--- config.mk ---
export PLATFORM = sky130hd
export DESIGN_NAME = otp_verify_fsm
export DESIGN_NICKNAME = d
export VERILOG_FILES = /design/src/rtl/otp_pkg.sv /design/src/rtl/otp_edge_detect.sv /design/src/rtl/otp_verify_fsm.sv
export SDC_FILE = /design/constraint.sdc
export NUM_CORES = 1
export LEC_CHECK = 0
export BUFFER_PORTS_ARGS = -buffer_cell sky130_fd_sc_hd__buf_2
export CAP_MARGIN = 10
export CORE_MARGIN = 8
export CORE_UTILIZATION = 51
export DETAILED_ROUTE_END_ITERATION = 6
export GPL_TIMING_DRIVEN = 1
export PLACE_DENSITY = 0.7
export SYNTH_ARGS = -nofsm -noshare
export SYNTH_HDL_FRONTEND = slang
export SYNTH_SLANG_ARGS = --single-unit
--- constraint.sdc ---
create_clock -name clk -period 3.66 [get_ports clk]
set_clock_uncertainty 0.1 [all_clocks]
set_input_delay 0.183 -clock clk [delete_from_list [all_inputs] [get_ports clk]]
set_output_delay 0.183 -clock clk [all_outputs]
set_load 0.02 [all_outputs]
--- src/rtl/otp_pkg.sv ---
// Shared types and default constants for the OTP generator, verifier and bench.
// The verifier state encoding lives here so display logic can decode it too.
package otp_pkg;

  localparam int OTP_CODE_W          = 4;
  localparam int OTP_MAX_ATTEMPTS    = 3;
  localparam int OTP_TIMEOUT_CYCLES  = 1000;
  localparam int OTP_LOCK_CYCLES     = 5000;
  localparam int OTP_ATT_W           = 3;

  typedef enum logic [2:0] {
    ST_IDLE   = 3'd0,
    ST_ARMED  = 3'd1,
    ST_CHECK  = 3'd2,
    ST_PASS   = 3'd3,
    ST_FAIL   = 3'd4,
    ST_LOCKED = 3'd5
  } otp_state_e;

endpackage

--- src/rtl/otp_edge_detect.sv ---
// Rising-edge detector for an already-synchronous level.
// The history bit resets low, so a level high at the first edge counts as a rise.
module otp_edge_detect (
  input  logic clk,
  input  logic reset_n_delay,
  input  logic sig,
  output logic rise
);

  logic sig_q;

  always_ff @(posedge clk or posedge reset_n_delay) begin
    if (reset_n_delay) begin
      sig_q <= 1'b0;
    end else begin
      sig_q <= sig;
    end
  end

  assign rise = sig & ~sig_q;

endmodule

--- src/rtl/otp_verify_fsm.sv ---
// OTP verification stage: captures OTP and user digits, compares them,
// counts attempts, expires stale OTPs and enforces a timed lockout.
module otp_verify_fsm
  import otp_pkg::*;
#(
  parameter int CODE_W         = OTP_CODE_W,
  parameter int MAX_ATTEMPTS   = OTP_MAX_ATTEMPTS,
  parameter int TIMEOUT_CYCLES = OTP_TIMEOUT_CYCLES,
  parameter int LOCK_CYCLES    = OTP_LOCK_CYCLES
) (
  input  logic              clk,
  input  logic              reset_n_delay,
  input  logic [CODE_W-1:0] otp_code,
  input  logic              otp_latch,
  input  logic [CODE_W-1:0] user_in,
  input  logic              user_latch,
  output logic              pass,
  output logic              fail,
  output logic              expired,
  output logic              armed,
  output logic              locked,
  output logic [2:0]        attempts_left
);

  localparam int TW = $clog2(TIMEOUT_CYCLES);
  localparam int LW = $clog2(LOCK_CYCLES);

  localparam logic [2:0]    ATT_MAX  = 3'(MAX_ATTEMPTS);
  localparam logic [TW-1:0] TIME_END = TW'(TIMEOUT_CYCLES - 1);
  localparam logic [LW-1:0] LOCK_END = LW'(LOCK_CYCLES - 1);

  otp_state_e        state, state_d;
  logic [CODE_W-1:0] otp_reg, otp_d;
  logic [CODE_W-1:0] user_reg, user_d;
  logic [TW-1:0]     timer, timer_d;
  logic [LW-1:0]     lock_cnt, lock_d;
  logic [2:0]        att_q, att_d;
  logic              exp_flag, exp_d;
  logic              otp_rise;
  logic              user_rise;

  otp_edge_detect u_otp_edge (
    .clk           (clk),
    .reset_n_delay (reset_n_delay),
    .sig           (otp_latch),
    .rise          (otp_rise)
  );

  otp_edge_detect u_user_edge (
    .clk           (clk),
    .reset_n_delay (reset_n_delay),
    .sig           (user_latch),
    .rise          (user_rise)
  );

  always_ff @(posedge clk or posedge reset_n_delay) begin
    if (reset_n_delay) begin
      state    <= ST_IDLE;
      otp_reg  <= '0;
      user_reg <= '0;
      timer    <= '0;
      lock_cnt <= '0;
      att_q    <= ATT_MAX;
      exp_flag <= 1'b0;
    end else begin
      state    <= state_d;
      otp_reg  <= otp_d;
      user_reg <= user_d;
      timer    <= timer_d;
      lock_cnt <= lock_d;
      att_q    <= att_d;
      exp_flag <= exp_d;
    end
  end

  always_comb begin
    state_d = state;
    otp_d   = otp_reg;
    user_d  = user_reg;
    timer_d = timer;
    lock_d  = lock_cnt;
    att_d   = att_q;
    exp_d   = exp_flag;
    unique case (state)
      ST_IDLE: begin
        if (otp_rise) begin
          otp_d   = otp_code;
          att_d   = ATT_MAX;
          timer_d = '0;
          state_d = ST_ARMED;
        end
      end
      ST_ARMED: begin
        if (otp_rise) begin
          otp_d   = otp_code;
          att_d   = ATT_MAX;
          timer_d = '0;
        end else if (user_rise) begin
          user_d  = user_in;
          state_d = ST_CHECK;
        end else if (timer == TIME_END) begin
          exp_d   = 1'b1;
          state_d = ST_FAIL;
        end else begin
          timer_d = timer + 1'b1;
        end
      end
      ST_CHECK: begin
        if (user_reg == otp_reg) begin
          state_d = ST_PASS;
        end else begin
          att_d = att_q - 3'd1;
          if (att_d == 3'd0) begin
            lock_d  = '0;
            state_d = ST_LOCKED;
          end else begin
            state_d = ST_FAIL;
          end
        end
      end
      ST_PASS: begin
        state_d = ST_IDLE;
      end
      ST_FAIL: begin
        if (exp_flag) begin
          exp_d   = 1'b0;
          state_d = ST_IDLE;
        end else begin
          timer_d = '0;
          state_d = ST_ARMED;
        end
      end
      ST_LOCKED: begin
        if (lock_cnt == LOCK_END) begin
          att_d   = ATT_MAX;
          state_d = ST_IDLE;
        end else begin
          lock_d = lock_cnt + 1'b1;
        end
      end
      default: begin
        state_d = ST_IDLE;
      end
    endcase
  end

  // Moore decode: outputs depend only on registered state.
  assign pass          = (state == ST_PASS);
  assign fail          = (state == ST_FAIL);
  assign expired       = (state == ST_FAIL) & exp_flag;
  assign armed         = (state == ST_ARMED) | (state == ST_CHECK);
  assign locked        = (state == ST_LOCKED);
  assign attempts_left = att_q;

endmodule

=== After elaboration in Yosys (flattened, before gate mapping) ===
Cells that the tools add are included.

* Flip-flop bits (word level): 40
* Bits of input ports: 12
* Output and inout port bits: 8
* Word-level logic and storage cells: 81

* Add/subtract/negate cells: 3
* Equal/unequal tests: 21
* Mux-type cells: 27
* Bitwise gates (word level): 7
* Reduce and logical (&&, ||, !) cells: 14

{| class="wikitable"
|+ Operators with widths
! cell !! count
|-
| $mux 10 || 5
|-
| $mux 13 || 3
|-
| $pmux 10 s3 || 1
|-
| $mux 3 || 9
|-
| $pmux 13 s2 || 1
|-
| $ne 2x2->1 const B || 8
|-
| $reduce_and 4->1 || 4
|-
| $pmux 3 s5 || 1
|-
| $add 13x1->13 const B || 1
|-
| $eq 13x13->1 const B || 1
|-
| $add 10x1->10 const B || 1
|-
| $eq 10x10->1 const B || 1
|-
| $pmux 3 s3 || 1
|-
| $eq 3x2->1 const B || 2
|-
| $eq 3x3->1 const B || 2
|-
| $logic_not 3->1 || 2
|-
| $ne 3x3->1 const B || 2
|-
| $reduce_bool 3->1 || 2
|-
| $mux 1 || 5
|-
| $reduce_and 5->1 || 1
|-
| $eq 4x4->1 || 1
|-
| $ne 2x1->1 const B || 2
|-
| $reduce_bool 2->1 || 2
|-
| $and 1x1->1 || 3
|-
| 9 further kinds || 11
|}

=== Logic depth before layout (Yosys ltp) ===
* Word-level depth: 5
* Mapped depth: 7
* Depth with buffers taken out: 6

=== Cells and area by module ===
Synthesis repeated with hierarchy kept, for this count alone.

* Cell total of the unflattened synthesis: 231
* Area, all modules: 2265.9 um2

{| class="wikitable"
|+ Modules (own cells, without submodules)
! module !! times used !! cells each !! area each (um2) !! sequential area each (um2)
|-
| otp_verify_fsm || 1 || 225 || 2180.8 || 953.4
|-
| otp_edge_detect || 2 || 3 || 42.5 || 25.0
|}

=== Least setup slack after synthesis ===
Ideal clock, no wire load.

* Path kind: reg-to-reg
* From: register att_q[0], in the netlist attempts_left[0]
* To: register lock_cnt[6]
* Library setup time: 0.137 ns
* Arrival: 1.618 ns
* Data required time: 3.423 ns
* Path slack: 1.806 ns
* Stages on the path, launching flop included: 7
* Path buffers: 0
* Period minus slack after synthesis: 1.854 ns
* Cells stage by stage: dfstp_2 inv_1 ha_1 xnor2_1 nand3_1 nor2_1 nor2_1

* Longest elaborated chain between the ends: 4

{| class="wikitable"
|+ Ends and longest elaborated chain
! what !! line !! RTL
|-
| from (decl) || otp_verify_fsm.sv:37 || <nowiki>logic [2:0] att_q, att_d;</nowiki>
|-
| from (signal assigned) || otp_verify_fsm.sv:71 || <nowiki>att_q <= att_d;</nowiki>
|-
| $sub 3x1->3 || otp_verify_fsm.sv:112 || <nowiki>att_d = att_q - 3'd1;</nowiki>
|-
| $logic_not 3->1 || otp_verify_fsm.sv:113 || <nowiki>if (att_d == 3'd0) begin</nowiki>
|-
| $ne 2x2->1 (no source line) || - ||
|-
| $reduce_and 4->1 (no source line) || - ||
|-
| to (signal assigned) || otp_verify_fsm.sv:70 || <nowiki>lock_cnt <= lock_d;</nowiki>
|-
| to (decl) || otp_verify_fsm.sv:36 || <nowiki>logic [LW-1:0] lock_cnt, lock_d;</nowiki>
|}

No other way between the ends.
A chain may end at the register's enable or synchronous reset.

=== Worst setup path in the final report ===
* From: register state[0]
* To: register lock_cnt[11]

* Longest elaborated chain between the ends: 3
* Elaborated cells on any way between the ends: 8
* Classes of those cells: eq/ne: 5; mux: 1; reduce/logical: 2

{| class="wikitable"
|+ Ends and longest elaborated chain
! what !! line !! RTL
|-
| from (decl) || otp_verify_fsm.sv:32 || <nowiki>otp_state_e state, state_d;</nowiki>
|-
| from (signal assigned) || otp_verify_fsm.sv:66 || <nowiki>state <= state_d;</nowiki>
|-
| $eq 3x2->1 / $eq 3x3->1 (equally long branches) || otp_verify_fsm.sv:84 || <nowiki>unique case (state)</nowiki>
|-
| $ne 2x2->1 (no source line) / $reduce_bool 2->1 (equally long branches) || - ||
|-
| $reduce_and 4->1 (no source line) || - ||
|}

Parallel ways exist; a longest one is shown, timed or not.

==> qor.yml <==
status: "completed"
crit_arrival_ps: 2360
r2r_cells: 4
wire_per_inst_um: 15.29
ys_types: 52
hp-class: "in -> reg"
die_x_um: 82.31
yosysWarnings: 0
synth-simple-area-share_pct: 21.76
synth-seq-cells: 40
routed_via_density: 6.148
muxShareOfSynthArea_pct: 6.250
regMostFlops: "lock_cnt"
worstPathRequired_ps: 3770
synth_edf_count: 0
drc: 0
ys_top_cells_by_area: "dfrtp_1 (42%), mux2_2 (4.0%), nand3_1 (3.8%)"
cts_buffer_depth: 2
synth-compound-area-share_pct: 18.42
gp_congestion: 0.8150
cts_tree: "yes"
design.die.area_um2: 6774
diodes: 0
antenna_found_initial: 0
grt_setup_unrepaired: "no"
yosysTopAreaCell: "dfrtp_1"
cts-root-buf: "clkbuf_8"
synthXorXnorAreaFrac_pct: 2.344
place_ws_ps: 1490
synth.top_cells.by_count: "dfrtp_1 (38), nand3_1 (17), o21ai_0 (17), nand2_1 (14), inv_1 (11)"
setup_viol: 0
h-tree-depth: 2
layout.nets: 268
fmax_mhz: 444.1
crit_path_start_kind: "flip-flop"
drv_slew: 0
ant_nets: 0
start_util_pct: 52.21
end_kind: "flip-flop"
synth_top_family_by_area: "simple AND/OR/NAND/NOR gates"
numCtsBuffers: 5
largest_reg_flops: 13
tns_ps: 0
firstDrtPassIters: 4
area_growth_pct: 10.88
cts.clk_slew.worst_paths_ps: 80
finalCritPeriodShare_pct: 61.52
port_buffers: 19
grt_max_degree: 41
final_cells: 305
wirelength_mm: 4.663
drtIter0Drc: 71
period_needed_ps: 2252
insertion_delay_ps: 290
avgSynthCellArea_um2: 9.791
grt_pass1_vias: 1885
path_class: "reg -> reg"
gr-total-overflow: 0
tightest_slew_ps: 842.9
synth_top_area_share_pct: 42.41
holdPathStages: 2
yosysSeqAreaShare_pct: 44.75
syn_area_um2: 2242
largestRegisters: "lock_cnt x13, timer x10"
async_flop_share_pct: 100.0
finalHoldViolCount: 0
die_y_um: 82.31
ys.flop_type: "dfrtp_1"
dpl.hpwl_mm: 3.432
synth-adder-area-share_pct: 2.232
fin_ws_ps: 1408
ir_worst_vdd_mv: 0.3487
pin_count: 20
utilization_pct: 57.90
core_um2: 4294
synth_cells: 229
crit_fanout: 18
post_cts_resized: 0
place_inst: 294
power_density_nw_per_um2: 579.6
vias: 1875
rows: 24
synth_nets: 245
cts.sinks: 40
synth_most_common_cell: "dfrtp_1"
max-slew-margin-rel_pct: 43.29
drive_gt1_share_pct: 17.39
whs_ps: 19.09
drv_cap: 0
p_leak_uw: 0.001104
grt_pass1_wl_mm: 8.418
grt_use_total_pct: 15.56
## logic make-up (layout without fill, tap and decap cells)
kind of cell,Yosys count,count (layout)
AO/OA/AOI/OAI,61,61
XOR/XNOR,6,6
adder cells (fa/ha/maj),4,4
buffers and inverters,19,43
flip-flops,40,40
multiplexers,13,13
AND/OR/NAND/NOR,86,86
## power by group
group / internal [µW] / switching, µW / leakage (µW) / total [µW]
sequential: 535 / 110 / 0.000523 / 645
combinational: 205 / 290 / 0.000530 / 494
clock: 150 / 151 / 0.0000510 / 301
## stage by stage
step	total power [µW]	cell area, µm²
3_5_place_dp	1150	2364
2_1_floorplan	1034	2242
5_1_grt	1553	2486
6_report	1441	2486
4_1_cts	1456	2486
3_3_place_gp	1137	2364
## worst paths after layout
check / start / end / slack, ps
worst max-delay path: state[0] / lock_cnt[11] / 1410
max in group asynchronous: reset_n_delay / attempts_left[1] / 2630
worst min-delay path: otp_code[3] / otp_reg[3] / 20
worst min register to register: timer[9] / timer[9] / 410
worst max register to register: state[0] / lock_cnt[11] / 1410
min in group asynchronous: reset_n_delay / timer[1] / 450
## worst max-delay path, cell delays in order (launching register included)
cell	delay (ps)
dfrtp_1	650
and3b_1	440
nand3_2	260
or4_1	550
a21oi_1	170
## per-layer routing
| metal | GRT usage, % | routed length [µm] | vias up |
|---|---|---|---|
| met5 | 0 | 0 | - |
| met4 | 6.140 | 55 | 0 |
| met3 | 4.221 | 197 | 6 |
| met2 | 25.37 | 2216 | 37 |
| met1 | 19.09 | 2193 | 911 |
| li1 | - | - | 921 |
## cell type report
class	count	area (µm²)
multi-input combinational	170	1144
sequential	40	1003
inverter	11	41.29
tap	52	65.06
clock buffer	6	82.58
clock inverter	2	10.01
fill	392	1808
timing repair buffer	24	140.1
## placed cells by master (no fill, tap or decap), drive strengths merged, types with 3 or more instances in the layout
| cell | Yosys | final |
|---|---|---|
| or3 | 6 | 6 |
| o31ai | 6 | 6 |
| mux2 | 8 | 8 |
| dfrtp | 38 | 38 |
| o21ai | 17 | 17 |
| o211ai | 3 | 3 |
| nand2 | 14 | 14 |
| clkbuf | 4 | 6 |
| mux2i | 5 | 5 |
| nand3 | 18 | 18 |
| inv | 11 | 11 |
| nor3 | 10 | 10 |
| ha | 4 | 4 |
| and3 | 5 | 5 |
| buf | 4 | 21 |
| nand4 | 7 | 7 |
| a21o | 3 | 3 |
| nor2 | 5 | 5 |
| xor2 | 5 | 5 |
| a31oi | 4 | 4 |
| a21oi | 10 | 10 |
| dlygate4sd3 | 0 | 3 |
| or4 | 6 | 6 |
## what timing repair did
item                                   CTS  global route
hold buffers                             3             0
endpoints found under the hold margin   40             0
setup buffers                            0             0
No activity file was read; power rests on OpenSTA's default activity.
